**src/rtl/dm11a88_scan.sv**
```systemverilog
// +----------------------------------------------------------------------------+
// | dm11a88_scan: row-scanning driver for CHAIN cascaded DM11A88 8x8 matrices   |
// | Optional double-buffered frame store under `define FRAME_SWAP_EN            |
// | Revision: 1.0                                                               |
// +----------------------------------------------------------------------------+
`default_nettype none

module dm11a88_scan #(
  parameter int CHAIN      = 1,
  parameter int CLK_DIV    = 2,
  parameter int LAT_CYCLES = 2,
  parameter int ROW_HOLD   = 10000
) (
  input  logic                 clk_50m,
  input  logic                 rst,
  input  logic                 en,
  input  logic                 wr_en,
  input  logic [2:0]           wr_row,
  input  logic [8*CHAIN-1:0]   wr_data,
`ifdef FRAME_SWAP_EN
  input  logic                 swap,
  output logic                 swap_pending,
`endif
  output logic                 vcc,
  output logic                 gnd,
  output logic                 di,
  output logic                 clk,
  output logic                 lat,
  output logic [2:0]           row_idx,
  output logic                 frame_start
);

  localparam int c_cols    = 8 * CHAIN;
  localparam int c_nbits   = 16 * CHAIN;
  localparam int c_ph_w    = $clog2(2 * CLK_DIV);
  localparam int c_bit_w   = $clog2(c_nbits);
  localparam int c_cnt_max = (LAT_CYCLES > ROW_HOLD) ? LAT_CYCLES : ROW_HOLD;
  localparam int c_cnt_w   = (c_cnt_max > 1) ? $clog2(c_cnt_max) : 1;

  localparam logic [c_ph_w-1:0]  c_ph_last   = c_ph_w'(2 * CLK_DIV - 1);
  localparam logic [c_ph_w-1:0]  c_ph_high   = c_ph_w'(CLK_DIV);
  localparam logic [c_bit_w-1:0] c_bit_last  = c_bit_w'(c_nbits - 1);
  localparam logic [c_cnt_w-1:0] c_lat_last  = c_cnt_w'(LAT_CYCLES - 1);
  localparam logic [c_cnt_w-1:0] c_hold_last = c_cnt_w'(ROW_HOLD - 1);

  typedef enum logic [2:0] {
    S_IDLE  = 3'd0,
    S_LOAD  = 3'd1,
    S_SHIFT = 3'd2,
    S_LATCH = 3'd3,
    S_HOLD  = 3'd4
  } state_t;

  state_t               r_state;
  state_t               w_next;
  logic [c_nbits-1:0]   r_sh;
  logic [c_ph_w-1:0]    r_ph;
  logic [c_bit_w-1:0]   r_bit;
  logic [c_cnt_w-1:0]   r_cnt;
  logic [2:0]           r_row;

  logic [c_cols-1:0]    w_pix;
  logic [c_nbits-1:0]   w_word;
  logic [7:0]           w_rowsel;
  logic                 w_bit_done;
  logic                 w_last_bit;
  logic                 w_lat_done;
  logic                 w_hold_done;
  logic                 w_row_end;

  assign w_bit_done  = (r_ph == c_ph_last);
  assign w_last_bit  = (r_bit == c_bit_last);
  assign w_lat_done  = (r_cnt == c_lat_last);
  assign w_hold_done = (r_cnt == c_hold_last);
  assign w_row_end   = (r_state == S_HOLD) && w_hold_done;

  // Frame store; the scan side reads it combinationally so LOAD sees pre-write contents.
`ifdef FRAME_SWAP_EN
  logic [c_cols-1:0] r_fb [2][8];
  logic              r_front;
  logic              r_pend;

  always_ff @(posedge clk_50m) begin
    if (rst) begin
      for (int b = 0; b < 2; b++) begin
        for (int i = 0; i < 8; i++) begin
          r_fb[b][i] <= '0;
        end
      end
      r_front <= 1'b0;
      r_pend  <= 1'b0;
    end else begin
      if (wr_en) begin
        r_fb[~r_front][wr_row] <= wr_data;
      end
      if (w_row_end && (r_row == 3'd7) && r_pend) begin
        r_front <= ~r_front;
        r_pend  <= 1'b0;
      end else if (swap) begin
        r_pend <= 1'b1;
      end
    end
  end

  assign w_pix        = r_fb[r_front][r_row];
  assign swap_pending = r_pend;
`else
  logic [c_cols-1:0] r_fb [8];

  always_ff @(posedge clk_50m) begin
    if (rst) begin
      for (int i = 0; i < 8; i++) begin
        r_fb[i] <= '0;
      end
    end else if (wr_en) begin
      r_fb[wr_row] <= wr_data;
    end
  end

  assign w_pix = r_fb[r_row];
`endif

  // Module CHAIN-1 occupies the low word so it leaves the LSB-first shifter first.
  assign w_rowsel = ~(8'd1 << r_row);

  generate
    for (genvar m = 0; m < CHAIN; m++) begin : g_word
      assign w_word[16*(CHAIN-1-m) +: 16] = {~w_pix[8*m +: 8], w_rowsel};
    end
  endgenerate

  always_ff @(posedge clk_50m) begin
    if (rst) begin
      r_state <= S_IDLE;
    end else begin
      r_state <= w_next;
    end
  end

  always_comb begin
    w_next = r_state;
    case (r_state)
      S_IDLE:  if (en) w_next = S_LOAD;
      S_LOAD:  w_next = S_SHIFT;
      S_SHIFT: if (w_bit_done && w_last_bit) w_next = S_LATCH;
      S_LATCH: if (w_lat_done) w_next = S_HOLD;
      S_HOLD:  if (w_hold_done) w_next = en ? S_LOAD : S_IDLE;
      default: w_next = S_IDLE;
    endcase
  end

  always_ff @(posedge clk_50m) begin
    if (rst) begin
      r_sh  <= '0;
      r_ph  <= '0;
      r_bit <= '0;
      r_cnt <= '0;
      r_row <= 3'd0;
    end else begin
      case (r_state)
        S_LOAD: begin
          r_sh  <= w_word;
          r_ph  <= '0;
          r_bit <= '0;
        end
        S_SHIFT: begin
          if (w_bit_done) begin
            r_ph <= '0;
            if (w_last_bit) begin
              r_cnt <= '0;
            end else begin
              r_bit <= r_bit + 1'b1;
              r_sh  <= r_sh >> 1;
            end
          end else begin
            r_ph <= r_ph + 1'b1;
          end
        end
        S_LATCH: begin
          r_cnt <= w_lat_done ? '0 : r_cnt + 1'b1;
        end
        S_HOLD: begin
          if (w_hold_done) begin
            r_row <= r_row + 3'd1;
          end else begin
            r_cnt <= r_cnt + 1'b1;
          end
        end
        default: ;
      endcase
    end
  end

  assign vcc         = 1'b1;
  assign gnd         = 1'b0;
  assign di          = (r_state == S_SHIFT) && r_sh[0];
  assign clk         = (r_state == S_SHIFT) && (r_ph >= c_ph_high);
  assign lat         = (r_state == S_LATCH);
  assign row_idx     = r_row;
  assign frame_start = (r_state == S_LOAD) && (r_row == 3'd0);

endmodule

`default_nettype wire

```
**config.mk**
```make
export PLATFORM = sky130hd
export DESIGN_NAME = dm11a88_scan
export DESIGN_NICKNAME = d
export VERILOG_FILES = /design/src/rtl/dm11a88_scan.sv
export SDC_FILE = /design/constraint.sdc
export NUM_CORES = 1
export LEC_CHECK = 0
export ABC_AREA = 0
export ABC_CLOCK_PERIOD_IN_PS = 2150
export BUFFER_PORTS_ARGS = -buffer_cell sky130_fd_sc_hd__buf_2
export CAP_MARGIN = 20
export CELL_PAD_IN_SITES_DETAIL_PLACEMENT = 1
export CELL_PAD_IN_SITES_GLOBAL_PLACEMENT = 1
export CORE_UTILIZATION = 35
export DETAILED_ROUTE_END_ITERATION = 8
export HOLD_SLACK_MARGIN = 0.12
export PLACE_DENSITY_LB_ADDON = 0.1
export SYNTH_ARGS = -nofsm -noshare
export SYNTH_HDL_FRONTEND = slang
export SYNTH_SLANG_ARGS = --single-unit
```
**constraint.sdc**
```tcl
create_clock -name clk_50m -period 2.15 [get_ports clk_50m]
set_clock_uncertainty 0.2 [all_clocks]
set_input_delay 0.3225 -clock clk_50m [delete_from_list [all_inputs] [get_ports clk_50m]]
set_output_delay 0.3225 -clock clk_50m [all_outputs]
set_load 0.05 [all_outputs]
```
==> reports/qor.csv, run 1 <==
metric,value,unit
outcome,finished with violations,
failing checks,negative setup slack,
RR Endpoint,r_cnt[0],
Std-Cell Rows,44,
Finished Layout Cells,706,
Post-synth ARST share,0,%
die area,15400,sq um
antenna cells,0,
CP dominant cell by count,or4_4,
"area leader, netlist",edfxtp_1,
design area,6300,sq um
r2r setup slk,-0.06,ns
hold-critical path depth,2,
Combinational Power Share,23.7,%
Max Fclk,0.452,GHz
area growth from synthesis to layout,20.8,%
post-synthesis cell count,456,
Post-synth EDFFs,64,
via count of the first global-routing pass,3806,
Synth top area share,36.8,%
sequential cell area fraction in the yosys report,54.1,%
CTS Root Cell,clkbuf_16,
Clock Power Share,30.2,%
worst r2r src,r_cnt[4],
Post-CTS Hold Buffers,0,
final routed DRC violation total,0,
setup_tns,-0.368,ns
CTS Buf Count,9,
CTS tree,yes,
initial antenna violation count,0,
"Reg clk slew, reported paths",0.08,ns
Final Max Slew Viols,0,
DRT antenna net count,0,
RD Place Congestion,0.707,
top-level I/O count,24,
first-pass GRT wire length,20.8,mm
synth warn,0,
Clock Sink Count,109,
fill count,1578,
dpl hpwl,8.91,mm
H-tree lvl count,3,
Clock Latency Late Sink,0.35,ns
placed inst area,5870,sq um
drt pass-1 iters,4,
fraction of layout cells with a size suffix above 1,28.9,%
Switching Share,29.8,%
slew margin rel.,61.5,%
crit path time final,2.21,ns
Core Area,14500,sq um
Inst Count DP,685,
Iter 0 DRT Violations,231,
Worst path slowest cell,or4_4,
Setup-failing EPs final,11,
Seq pwr share,46.1,%
Worst Hold Path EP,r_fb[7][2],
CTS Buffer Depth,2,
cell internal pwr,3.93,mW
drt via density,5.15,
final wirelength,13.0,mm
Mean Syn Cell Area,11.5,sq um
CP max FO,8,
post-synthesis cell area,5220,sq um
Die Ht,124,um
"Arr. time, crit path",2.25,ns
Fin. Hold Viols,0,
Max-Cap Viols,0,
all-layer global routing usage,18.7,%
Worst Setup Start Kind,flop,
HP Class,primary input to flop,
Final period util,103,%
min-delay src,wr_data[2],
CP peak stage delay,0.53,ns
Lkg Pwr,2.33,nW
"Worst Setup Slack, final",-0.0612,ns
CP required,2.19,ns
switching power,1.67,mW
PortBufs,21,
Crit. End Element,flop,
worst setup path class,flop to flop,
pin count of the biggest net entering global routing,45,
WL/cell,18.4,um
starting density of the core,35.9,%
crit-path cells,or4_4 -> or4_4 -> o211ai_4 -> buf_6 -> xor2_1 -> nor2_1,
cells on worst reg2reg path,6,
syn nets,482,
pwr/cell area,888,nW/um^2
Die X,124,um
dominant synthesized flop cell,edfxtp_1,
synth top area cells,"edfxtp_1, dfxtp_1, and2_1, mux4_2, ha_1",
worst ir drop on vdd,0.306,mV
synthesis-stage register bit count,109,
via count,3634,
Worst-Margin Slew,0.577,ns
Synth cell types,56,
GR Overflow Total,0,
RSZ-0062 raised after global routing,yes,
final layout net count,543,
-- power groups by stage --
stage | Combinational (mW) | Sequential (mW) | Clock [mW]
after floorplan | 0.837 | 2.58 | 0
after global placement | 1.23 | 2.61 | 0
after detailed placement | 1.27 | 2.62 | 0
after CTS | 1.31 | 2.58 | 1.75
after global routing | 1.48 | 2.61 | 1.81
final | 1.33 | 2.58 | 1.69
-- critical path, delay by kind of cell, from the launching register on --
family	cells	cell delay, ns
AOI/OAI and AO/OA	1	0.21
xor gates and xnor gates	1	0.15
buffers and inverters	1	0.15
DFF	1	0.32
and+or+nand+nor	3	1.06
-- registers in the layout (all words and copies together) (netlist names), named ones only --
signal / cells
r_bit: 4
r_cnt: 14
r_fb: 64
r_ph: 2
r_sh: 16
r_state: 3
row_idx: 3
-- kinds of logic after synthesis --
logic type,share of synthesized area (%)
xor gates and xnor gates,1.68
adders and majority gates,2.64
DFF,54.1
other,0.144
and+or+nand+nor,21.4
AOI/OAI and AO/OA,8.87
buffers and inverters,2.76
muxes,8.44
-- cell usage after synthesis, types with 2 or more instances --
library cell and n:
a211oi_1 10, a21boi_0 2, a21o_1 4, a21oi_1 25, a21oi_2 4, a22oi_1 2
and2_1 66, buf_1 3, buf_2 6, buf_4 3, clkbuf_1 9, conb_1 2
dfxtp_1 45, edfxtp_1 64, ha_1 11, inv_1 8, mux2i_1 8, mux4_2 16
nand2_1 28, nand2b_1 6, nand3_1 17, nand3b_1 2, nand4_1 5, nand4b_1 3
nor2_1 36, nor3_1 5, o211ai_1 8, o21ai_0 7, or2_2 9, or3_1 3
or3_2 3, or3b_2 3, or4_4 2, xnor2_1 3, xor2_1 7
-- timing repair --
| item | in CTS | in global routing |
|---|---|---|
| endpoints found under the setup margin | 21 | 28 |
| gates resized for setup | 15 | 14 |
| setup buffers | 0 | 4 |
| pin swaps | 4 | 9 |
| cloned | 1 | 0 |
-- cell usage in the layout, fill, tap and decap left out, drive strengths merged, types with 7 or more instances in the layout --
| cell | instances |
|---|---|
| clkbuf | 9 |
| ha | 11 |
| inv | 9 |
| a21oi | 29 |
| nand2 | 28 |
| o21ai | 9 |
| and2 | 66 |
| xor2 | 7 |
| mux4 | 16 |
| mux2i | 8 |
| o211ai | 9 |
| buf | 72 |
| dfxtp | 45 |
| nor2 | 36 |
| or2 | 9 |
| nand3 | 17 |
| a211oi | 10 |
| edfxtp | 64 |
-- how the worst max path moves through the flow --
stage,start,endpoint,cells past startpoint
6_report,r_cnt[4],r_cnt[0],6
5_1_grt,r_cnt[4],r_cnt[0],6
4_1_cts,r_cnt[4],r_cnt[0],6
3_5_place_dp,r_cnt[1],r_cnt[0],7
3_3_place_gp,r_cnt[1],r_cnt[0],7
2_1_floorplan,r_state[1],clk,5
-- per-stage QoR --
stage          setup slack, ns  total power, mW  hold WS (ns)  util, %
2_1_floorplan          -0.0112             3.42         0.227        -
5_1_grt                 -0.143             5.90         0.168     43.4
4_1_cts                -0.0604             5.63         0.147     42.9
6_report               -0.0612             5.60         0.155     43.4
3_5_place_dp           -0.0861             3.89         0.249     40.4
3_3_place_gp           -0.0443             3.85         0.238     40.4
-- cell type report --
class / count / area, sq um / share of cell area (%)
multi-input combinational: 317 / 2380 / 37.7
sequential: 109 / 2830 / 44.9
timing repair buffer: 72 / 548 / 8.69
clock buffer: 9 / 225 / 3.57
tap: 184 / 230 / 3.65
clock inverter: 7 / 65.1 / 1.03
inverter: 8 / 30.0 / 0.476
-- layer usage --
metal / track usage (%) / routed length, um / up-vias
met5: 0 / 0 / -
met1: 23.0 / 5760 / 1826
li1: - / - / 1764
met4: 7.81 / 200 / 0
met3: 2.20 / 202 / 11
met2: 33.1 / 6810 / 33
Power figures use the tool's default switching activity.
==> run 2: changes to the inputs <==
CELL_PAD_IN_SITES_DETAIL_PLACEMENT = unset   (was 1)
CELL_PAD_IN_SITES_GLOBAL_PLACEMENT = unset   (was 1)
PLACE_DENSITY_LB_ADDON = unset   (was 0.1)
==> run 2 against run 1 <==
Highest routed layer unchanged. Via count fell by 4.2%. First-iteration DRC count is 3.5% higher. Sequential cell count is the same. Critical path depth stayed put. The flow still finishes with violations (negative setup slack). Total power down 3.4%.
==> reports/qor.csv, run 2 (synthesized netlist as in run 1, its figures left out) <==
metric,value,unit,change
Fin. Hold Viols,0,,unchanged
hold-critical path depth,2,,unchanged
Std-Cell Rows,44,,unchanged
Die Ht,124,um,unchanged
most frequent cells in the layout,"and2_1, edfxtp_1, dfxtp_1, buf_4, nor2_1",,
failing checks,negative setup slack,,
Worst Hold Path EP,r_fb[7][1],,
Crit. Startpoint,r_cnt[4],,
worst r2r src,r_cnt[4],,
Worst Hold Slack,0.142,ns,-0.0133 ns
Worst path slowest cell,or4_4,,
final layout net count,532,,-2.0%
Clock Latency Late Sink,0.35,ns,about the same
CTS Root Cell,clkbuf_16,,
Finished Layout Cells,695,,-1.6%
Iter 0 DRT Violations,239,,+3.5%
Lkg Pwr,2.23,nW,-4.1%
WL/cell,15.7,um,-15%
H-tree lvl count,3,,unchanged
Die X,124,um,unchanged
first-pass GRT wire length,17.7,mm,-15%
CTS tree,yes,,
r2r setup slk,-0.06,ns,about the same
crit path time final,2.21,ns,-0.00174 ns
final routed DRC violation total,0,,unchanged
Setup-failing EPs final,14,,+3
area growth from synthesis to layout,17.6,%,
cells on worst reg2reg path,6,,unchanged
Post-CTS Hold Buffers,0,,unchanged
Max Fclk,0.453,GHz,about the same
top flop regs,"r_fb x64, r_sh x16, r_cnt x14",,
register area,2830,sq um,unchanged
Final period util,103,%,about the same
drt pass-1 iters,4,,unchanged
HP Class,primary input to flop,,
drt via density,5.01,,-2.7%
worst setup path class,flop to flop,,
"Reg clk slew, reported paths",0.07,ns,about the same
fill count,1388,,-12%
via count of the first global-routing pass,3395,,-11%
Core Area,14500,sq um,unchanged
Crit. End Element,flop,,
outcome,finished with violations,,
crit-path cells,or4_4 -> or4_4 -> o211ai_2 -> buf_4 -> xor2_1 -> nor2_1,,
CTS Buf Count,9,,unchanged
die area,15400,sq um,unchanged
all-layer global routing usage,15.5,%,-3.3 points
multi-input logic area,2310,sq um,-2.9%
pwr/cell area,880,nW/um^2,-0.81%
CTS Buffer Depth,2,,unchanged
via count,3480,,-4.2%
CP peak stage delay,0.53,ns,about the same
dpl hpwl,7.66,mm,-14%
Worst Setup Start Kind,flop,,
PortBufs,21,,unchanged
largest register by flop count,r_fb,,
Clock Sink Count,109,,unchanged
CP dominant cell by count,or4_4,,
"Worst Setup Slack, final",-0.0595,ns,+0.00174 ns
"commonest non-fill, non-tap cell in the layout",and2_1,,
Largest register FFs,64,,unchanged
Final Max Slew Viols,0,,unchanged
final wirelength,10.9,mm,-16%
worst ir drop on vdd,0.490,mV,+60%
RR Endpoint,r_cnt[0],,
Inst Count DP,677,,-1.2%
RSZ-0062 raised after global routing,yes,,
antenna cells,0,,unchanged
DRT antenna net count,0,,unchanged
fraction of layout cells with a size suffix above 1,25.4,%,-3.5 points
initial antenna violation count,0,,unchanged
pin count of the biggest net entering global routing,44,,-2.2%
min-delay src,wr_data[1],,
top-level I/O count,24,,unchanged
setup_tns,-0.518,ns,-0.150 ns
RD Place Congestion,0.790,,+12%
post-layout util,42.3,%,-1.1 points
GR Overflow Total,0,,unchanged
CP max FO,8,,unchanged
CP required,2.17,ns,-0.02 ns
worst slack at placement,-0.124,ns,-0.0383 ns
Max-Cap Viols,0,,unchanged
"Arr. time, crit path",2.23,ns,-0.02 ns
starting density of the core,35.9,%,unchanged
==> run 2: cell count changes in the layout (fill, tap and decap cells not counted), moves of 2 or more <==
cell,change
buf_4,-7
buf_6,-3
a21oi_2,-2
clkbuf_1,+2
clkinv_2,-2
ha_1,+2
inv_1,+2
inv_2,-2
==> run 2: metrics by stage <==
| step | power [mW] | area (sq um) |
|---|---|---|
| final | 5.41 | 6140 |
| after global routing | 5.66 | 6140 |
| after CTS | 5.43 | 6120 |
| after detailed placement | 3.73 | 5790 |
| after global placement | 3.69 | 5790 |
| after floorplan | 3.42 | 5270 |
==> run 2: how the worst max path moves through the flow <==
stage	end	cells past startpoint	slack [ns]
final	r_cnt[0]	6	-0.06
after global routing	row_idx[2]	5	-0.16
after CTS	r_cnt[0]	6	-0.06
after detailed placement	row_idx[2]	5	-0.12
after global placement	flop	5	-0.18
after floorplan	clk	5	-0.01
==> run 2: worst max-delay path: cells and delay by family, from the launching register on <==
kind / cells / cell delay, ns
AO/OA/AOI/OAI: 1 / 0.19
buffers and inverters: 1 / 0.18
XOR/XNOR: 1 / 0.15
flip-flops: 1 / 0.31
AND/OR/NAND/NOR: 3 / 1.05
==> run 2: where the power goes <==
group	total, mW	internal [mW]	switching [mW]
Sequential	2.58	2.45	0.128
Combinational	1.18	0.502	0.681
Clock	1.65	0.907	0.740
==> run 2: per-layer routing <==
metal / GRT usage [%] / routed length [um]
met1: 19.4 / 4960
met2: 26.6 / 5410
met3: 3.43 / 367
met4: 4.46 / 133
met5: 0 / 0
==> run 2: what timing repair did <==
action	4_1_cts	5_1_grt
pin swaps	3	2
resized for setup	13	4
buffers inserted	0	2
endpoints found under the setup margin	38	24
==> run 2: final cells by class <==
cell class,count,share of cell area [%]
Sequential cell,109,46.1
Multi-Input combinational cell,316,37.6
Timing Repair Buffer,62,7.44
Clock buffer,11,3.79
Tap cell,184,3.75
Clock inverter,5,0.917
Inverter,8,0.489
